`src/rtl/spike_rate_encoder.sv`:
```
// Encodes one unsigned activation per fixed-length window into a single-bit spike train,
// using either rate coding (carry of a phase accumulator) or time-to-first-spike coding.
module spike_rate_encoder #(
    parameter int unsigned INT_WIDTH     = 4,
    parameter int unsigned WINDOW_LENGTH = 16,
    parameter int unsigned WINDOW_WIDTH  = 5,
    parameter int unsigned MODE          = 0,
    parameter int unsigned SILENT        = 1
) (
    input  logic                    clk,
    input  logic                    rst,
    input  logic [INT_WIDTH-1:0]    in_value,
    input  logic                    in_valid,
    output logic                    in_ready,
    output logic                    out,
    output logic                    busy,
    output logic                    window_done,
    output logic [WINDOW_WIDTH-1:0] spike_count
);

    localparam int unsigned INT_MAX = (1 << INT_WIDTH) - 1;

    if (WINDOW_LENGTH < 1) begin : g_bad_window_length
        $error("spike_rate_encoder: WINDOW_LENGTH must be at least 1");
    end
    if ((1 << WINDOW_WIDTH) <= WINDOW_LENGTH) begin : g_bad_window_width
        $error("spike_rate_encoder: WINDOW_WIDTH too narrow for WINDOW_LENGTH");
    end
    if (MODE > 1) begin : g_bad_mode
        $error("spike_rate_encoder: MODE must be 0 or 1");
    end
    if (SILENT > 1) begin : g_bad_silent
        $error("spike_rate_encoder: SILENT must be 0 or 1");
    end

    typedef enum logic {
        IDLE = 1'b0,
        RUN  = 1'b1
    } state_t;

    state_t                  state_q, state_d;
    logic [INT_WIDTH-1:0]    val_q, val_d;
    logic [INT_WIDTH-1:0]    acc_q, acc_d;
    logic [WINDOW_WIDTH-1:0] cnt_q, cnt_d;
    logic [WINDOW_WIDTH-1:0] spike_count_q, spike_count_d;
    logic                    out_q, out_d;
    logic                    busy_q, busy_d;
    logic                    done_pend_q, done_pend_d;
    logic                    window_done_q, window_done_d;

    logic [INT_WIDTH:0]      sum;
    logic                    spike;

    // Spike decision for the current window index held in cnt_q.
    always_comb begin
        sum   = {1'b0, acc_q} + {1'b0, val_q};
        spike = 1'b0;
        if (MODE == 0) begin
            spike = sum[INT_WIDTH];
        end else begin
            spike = (val_q != '0) && (32'(cnt_q) == (INT_MAX - 32'(val_q)));
        end
    end

    // Next-state and registered-output logic.
    always_comb begin
        state_d       = state_q;
        val_d         = val_q;
        acc_d         = acc_q;
        cnt_d         = cnt_q;
        spike_count_d = spike_count_q;
        out_d         = 1'b0;
        busy_d        = busy_q;
        done_pend_d   = 1'b0;
        // window_done trails the last window cycle by one so it coincides with out returning low
        window_done_d = done_pend_q;

        case (state_q)
            IDLE: begin
                if (in_valid) begin
                    val_d         = in_value;
                    acc_d         = '0;
                    cnt_d         = '0;
                    spike_count_d = '0;
                    state_d       = RUN;
                    busy_d        = 1'b1;
                end
            end
            RUN: begin
                out_d = spike;
                if (MODE == 0) begin
                    acc_d = sum[INT_WIDTH-1:0];
                end
                if (spike_count_q != '1) begin
                    spike_count_d = spike_count_q + WINDOW_WIDTH'(spike);
                end
                cnt_d = cnt_q + WINDOW_WIDTH'(1);
                if (cnt_q == WINDOW_WIDTH'(WINDOW_LENGTH - 1)) begin
                    state_d     = IDLE;
                    busy_d      = 1'b0;
                    done_pend_d = 1'b1;
                end
            end
            default: begin
                state_d = IDLE;
                busy_d  = 1'b0;
            end
        endcase
    end

    always_ff @(posedge clk) begin
        if (rst) begin
            state_q       <= IDLE;
            val_q         <= '0;
            acc_q         <= '0;
            cnt_q         <= '0;
            spike_count_q <= '0;
            out_q         <= 1'b0;
            busy_q        <= 1'b0;
            done_pend_q   <= 1'b0;
            window_done_q <= 1'b0;
        end else begin
            state_q       <= state_d;
            val_q         <= val_d;
            acc_q         <= acc_d;
            cnt_q         <= cnt_d;
            spike_count_q <= spike_count_d;
            out_q         <= out_d;
            busy_q        <= busy_d;
            done_pend_q   <= done_pend_d;
            window_done_q <= window_done_d;
        end
    end

    assign in_ready    = (state_q == IDLE);
    assign out         = out_q;
    assign busy        = busy_q;
    assign window_done = window_done_q;
    assign spike_count = spike_count_q;

endmodule

```
`config.mk`:
```
export PLATFORM = sky130hd
export DESIGN_NAME = spike_rate_encoder
export DESIGN_NICKNAME = d
export VERILOG_FILES = /design/src/rtl/spike_rate_encoder.sv
export SDC_FILE = /design/constraint.sdc
export NUM_CORES = 1
export LEC_CHECK = 0
export CAP_MARGIN = 20
export CORE_MARGIN = 1
export CORE_UTILIZATION = 52
export DETAILED_ROUTE_END_ITERATION = 10
export GPL_TIMING_DRIVEN = 0
export PLACE_DENSITY = 0.76
export SLEW_MARGIN = 20
export SYNTH_ARGS = -nofsm -noshare
export SYNTH_HDL_FRONTEND = slang
export SYNTH_SLANG_ARGS = --single-unit
```
`constraint.sdc`:
```
create_clock -name clk -period 2.7 [get_ports clk]
set_clock_uncertainty 0.05 [all_clocks]
set_input_delay 0.675 -clock clk [delete_from_list [all_inputs] [get_ports clk]]
set_output_delay 0.675 -clock clk [all_outputs]
set_load 0.05 [all_outputs]
```
Word level (Yosys, flattened, before mapping) --
Index checks and enable logic that the tools add are counted.
Storage, ports and cells: output and inout port bits 9, bits in registers 23, bits of input ports 7, logic and storage cells 35
Operators by class: reduce and logical (&&, ||, !) cells 4, add/sub/neg operators 3, multiplexer cells 13, bitwise operators 1, equality and inequality tests 5
Operators with widths (number):
- one-hot mux 5 bit (2 select lines) | 2
- two-way mux 5 bit | 2
- one-hot mux 4 bit (2 select lines) | 1
- AND reduction 2 bit | 3
- adder 4 x 4 -> 5 bit | 1
- adder 5 x 1 -> 5 bit | 1
- adder 5 x 1 -> 5 bit, second input constant | 1
- == test 5 x 4 -> 1 bit, second input constant | 1
- two-way mux 1 bit | 5
- inequality test 5 bit, second input constant | 1
- two-way mux 4 bit | 1
- inequality test 2 x 1 -> 1 bit, second input constant | 2
- one-hot mux 1 bit (2 select lines) | 2
- inequality test 2 bit, second input constant | 1
- OR reduction 2 bit | 1
- inverter 1 bit | 1

Longest topological paths before layout --
Gate-level depths: netlist of the first run.
depth after elaboration 4, depth in mapped cells 11, gate-level depth less buffers 11

Worst setup path before layout of the first run --
No wires, ideal clock.
path type flip-flop to flip-flop, from register val_q[0], to register spike_count_q[4], in the netlist spike_count[4], path buffers 0, required time 2.520 ns, cell stages (with the launch flop) 12, library setup time 0.130 ns, data arrival time 1.841 ns, path slack 0.679 ns, period minus slack after synthesis 2.021 ns, cell sequence dfxtp_1 ha_1 inv_1 fa_1 nor2b_1 o21ai_0 nand2_1 ha_1 ha_1 and3_2 o22ai_1 o32ai_1
On the way: longest elaborated chain between the ends 4
RTL lines:
- start, declared | RTL line 42 | logic [INT_WIDTH-1:0] val_q, val_d;
- start signal, assigned | RTL line 124 | val_q <= val_d;
- adder 4 x 4 -> 5 bit | RTL line 56 | sum = {1'b0, acc_q} + {1'b0, val_q};
- net sum[4] | RTL line 51 | logic [INT_WIDTH:0] sum;
- adder 5 x 1 -> 5 bit | RTL line 95 | spike_count_d = spike_count_q + WINDOW_WIDTH'(spike);
- two-way mux 5 bit | RTL line 94 | if (spike_count_q != '1) begin
- one-hot mux 5 bit (2 select lines) | RTL line 78 | case (state_q)
- end signal, assigned | RTL line 127 | spike_count_q <= spike_count_d;
- end, declared | RTL line 45 | logic [WINDOW_WIDTH-1:0] spike_count_q, spike_count_d;
The timed path passes the listed nets, and every way through them passes these cells. The select of a mux whose other input is x is not followed. A chain may end at the register's enable or synchronous reset.

Worst setup path in the final report of the first run --
from register spike_count_q[2], in the netlist spike_count[2], to output spike_count[2]
RTL lines:
- end, declared | RTL line 18 | output logic [WINDOW_WIDTH-1:0] spike_count
No word-level cell between the ends.

==> flow_summary.toml, run 1 <==
[clock_network]
cts_buffer_depth = 2
cts.repair.resized = 0
clk_pin_slew_ns = 0.13
root_buffer = "clkbuf_4"
cts_sinks = 23
cts_made_buffers = 3
postCtsSetupBuffers = 0
cts-hold-fix-buffers = 0
cts_max_level = 1
clock_latency_ns = 0.30
cts_tree = "yes"

[setup_path]
cp.depth = 1
critPathKind = "reg2out"
crit_path_start = "spike_count[2]"
cp.arrival_ns = 1.61
slowest_stage = "clkdlybuf4s50_1"
path_cells = "clkdlybuf4s50_1"
slowest_delay_ns = 0.85
cp_num_buf_inv = 1
cp_top_family = "buffers and inverters"
cp-start-kind = "flip-flop"
worst_setup_path_end_kind = "output pin"
reg2regPathDepth = 11
crit_fanout = 7
crit_required_ns = 1.98
timing.rr.start = "val_q[0]"

[power_and_ir_drop]
clkPwrFrac_pct = 26.5
vdd_drop_max_mv = 0.2516
internal-power_uw = 439.6
power_frac_seq_pct = 59.9
pwr-share-comb_pct = 13.5
p_leak_nw = 0.5271
power_density_nw_per_um2 = 440.1
swShare_pct = 25.81
power.total_uw = 592.5
p_sw_uw = 152.9

[sta]
whs_ns = 0.4073
final_max_slew_viol_count = 0
layout_min_cycle_time_ns = 2.338
setup_viol = 0
fmax_mhz = 427.8
fin_tns_setup_ns = 0
finalCritPeriodShare_pct = 86.58
rsz0062_at_grt = "false"
max_slew_margin_pct = 66.77
tightest_slew_ns = 0.4976
hold_viol_final = 0

[placement]
placement.io_buffers = 14
dp_hpwl_um = 1691
dpl_cell_area_um2 = 1318
place.gp.congestion = 0.8433

[drt]
wire_per_inst_um = 13.34
ant_nets = 0
drt_pass1_iterations = 5
route.detailed.drc = 0
vias = 940
finalWirelength_um = 2281
dr.first_iter.drc_count = 10
avgViaCountPerCell = 5.497

[synthesis]
syn_area_um2 = 1144
ys_warn_count = 0
async_reset_ff_share_pct = 0
synthTopCellsByCount = "dfxtp_1, a21oi_1, nor2_1"
synth_edf_count = 0
ys_ff_latch = 23
synth_area_leaders = "dfxtp_1, ha_1, a21oi_1, nor2_1, mux2i_1"
ys.flop_type = "dfxtp_1"
syn_nets = 142
ys_types = 38
syn_inst = 126
synth.most_common_cell = "dfxtp_1"
seq_area_frac_synth_pct = 40.26
synth.avg_cell_area_um2 = 9.076
yosysTopAreaCell = "dfxtp_1"
yosys.area.top_type_share_pct = 40.26

[global_routing]
grt_max_degree = 13
grt_use_total_pct = 22.04
grt-ovfl-total = 0
grt_pass1_wl_um = 4084
antenna_found_initial = 0
grt_pass1_vias = 983

[cells_and_area]
drive_above_1_share_pct = 7.639
fin_util_pct = 66.58
fin_area_um2 = 1346
area_growth_pct = 17.72
antenna_cells = 0
num-nets-final = 161

[worst_hold_path]
holdPathStages = 1
worstHoldStart = "done_pend_q"
min_path_type = "reg2reg"

[floorplanning]
start_util_pct = 56.56
rows = 16
pin_count = 16
design.die.area_um2 = 2391
core_um2 = 2022
die_h_um = 48.90
fp.dieW_um = 48.90

[status]
outcome = "complete, no violations"

[run]
max_cap_viol_count = 0
metrics by stage:
| step | cells | worst slack (ns) |
|---|---|---|
| 2_1_floorplan | 126 | 0.6791 |
| 3_3_place_gp | 167 | 0.4208 |
| 3_5_place_dp | 167 | 0.4092 |
| 4_1_cts | 171 | 0.06015 |
| 5_1_grt | 171 | 0.2459 |
| 6_report | 171 | 0.3623 |
power groups by stage:
stage / registers, mW / clock network (mW) / logic [mW]
CTS: 0.355 / 0.160 / 0.0804
detailed placement: 0.363 / 0 / 0.0800
floorplan: 0.365 / 0 / 0.0507
global placement: 0.362 / 0 / 0.0776
finish: 0.355 / 0.157 / 0.0802
global route: 0.356 / 0.173 / 0.0894
sequential cells by signal, indices dropped and copies added, names as in the netlist:
signal and cells:
val_q 4, window_done 1, busy 1, spike_count 5, cnt_q 5, state_q 1, out 1, done_pend_q 1
acc_q 4
area by class of cell:
class / instances / area, um2
tap: 27 / 33.78
clock buffer: 4 / 26.28
buffer: 7 / 43.79
multi-input combinational: 87 / 605.6
fill: 168 / 675.6
inverter: 9 / 33.78
sequential: 23 / 460.4
timing repair buffer: 14 / 142.6
layer usage:
layer | wire length (um) | GRT usage (%)
met3 | 62 | 2.804
met1 | 1095 | 26.37
met4 | 34 | 9.804
met5 | 0 | 0
met2 | 1089 | 39.12
placed cells by master (no fill, tap or decap), types with 4 or more instances in the layout:
cell,instances
mux2i_1,5
dfxtp_1,23
ha_1,8
nor2_1,14
clkdlybuf4s50_1,13
a21oi_1,14
nor2b_1,5
inv_1,9
nand3_1,4
final timing paths:
kind,to,slack (ns)
max reg2reg,spike_count[4],0.43
min reg2reg,window_done,0.41
max,spike_count[2],0.36
min,window_done,0.41
cell families after synthesis:
kind of cell,share of synthesized area (%)
AOI/OAI and AO/OA,15.76
buffers and inverters,6.783
DFF,40.26
and+or+nand+nor,20.79
muxes,4.377
adders and majority gates,10.50
xor gates and xnor gates,1.532
(Power assumes the default switching activity.)
==> run 2: changes to the inputs <==
Settings changed: SLEW_MARGIN 20 to default.
==> results of run 2 <==
Same layout as run 1: the final DEF is identical, and so are final timing and power.
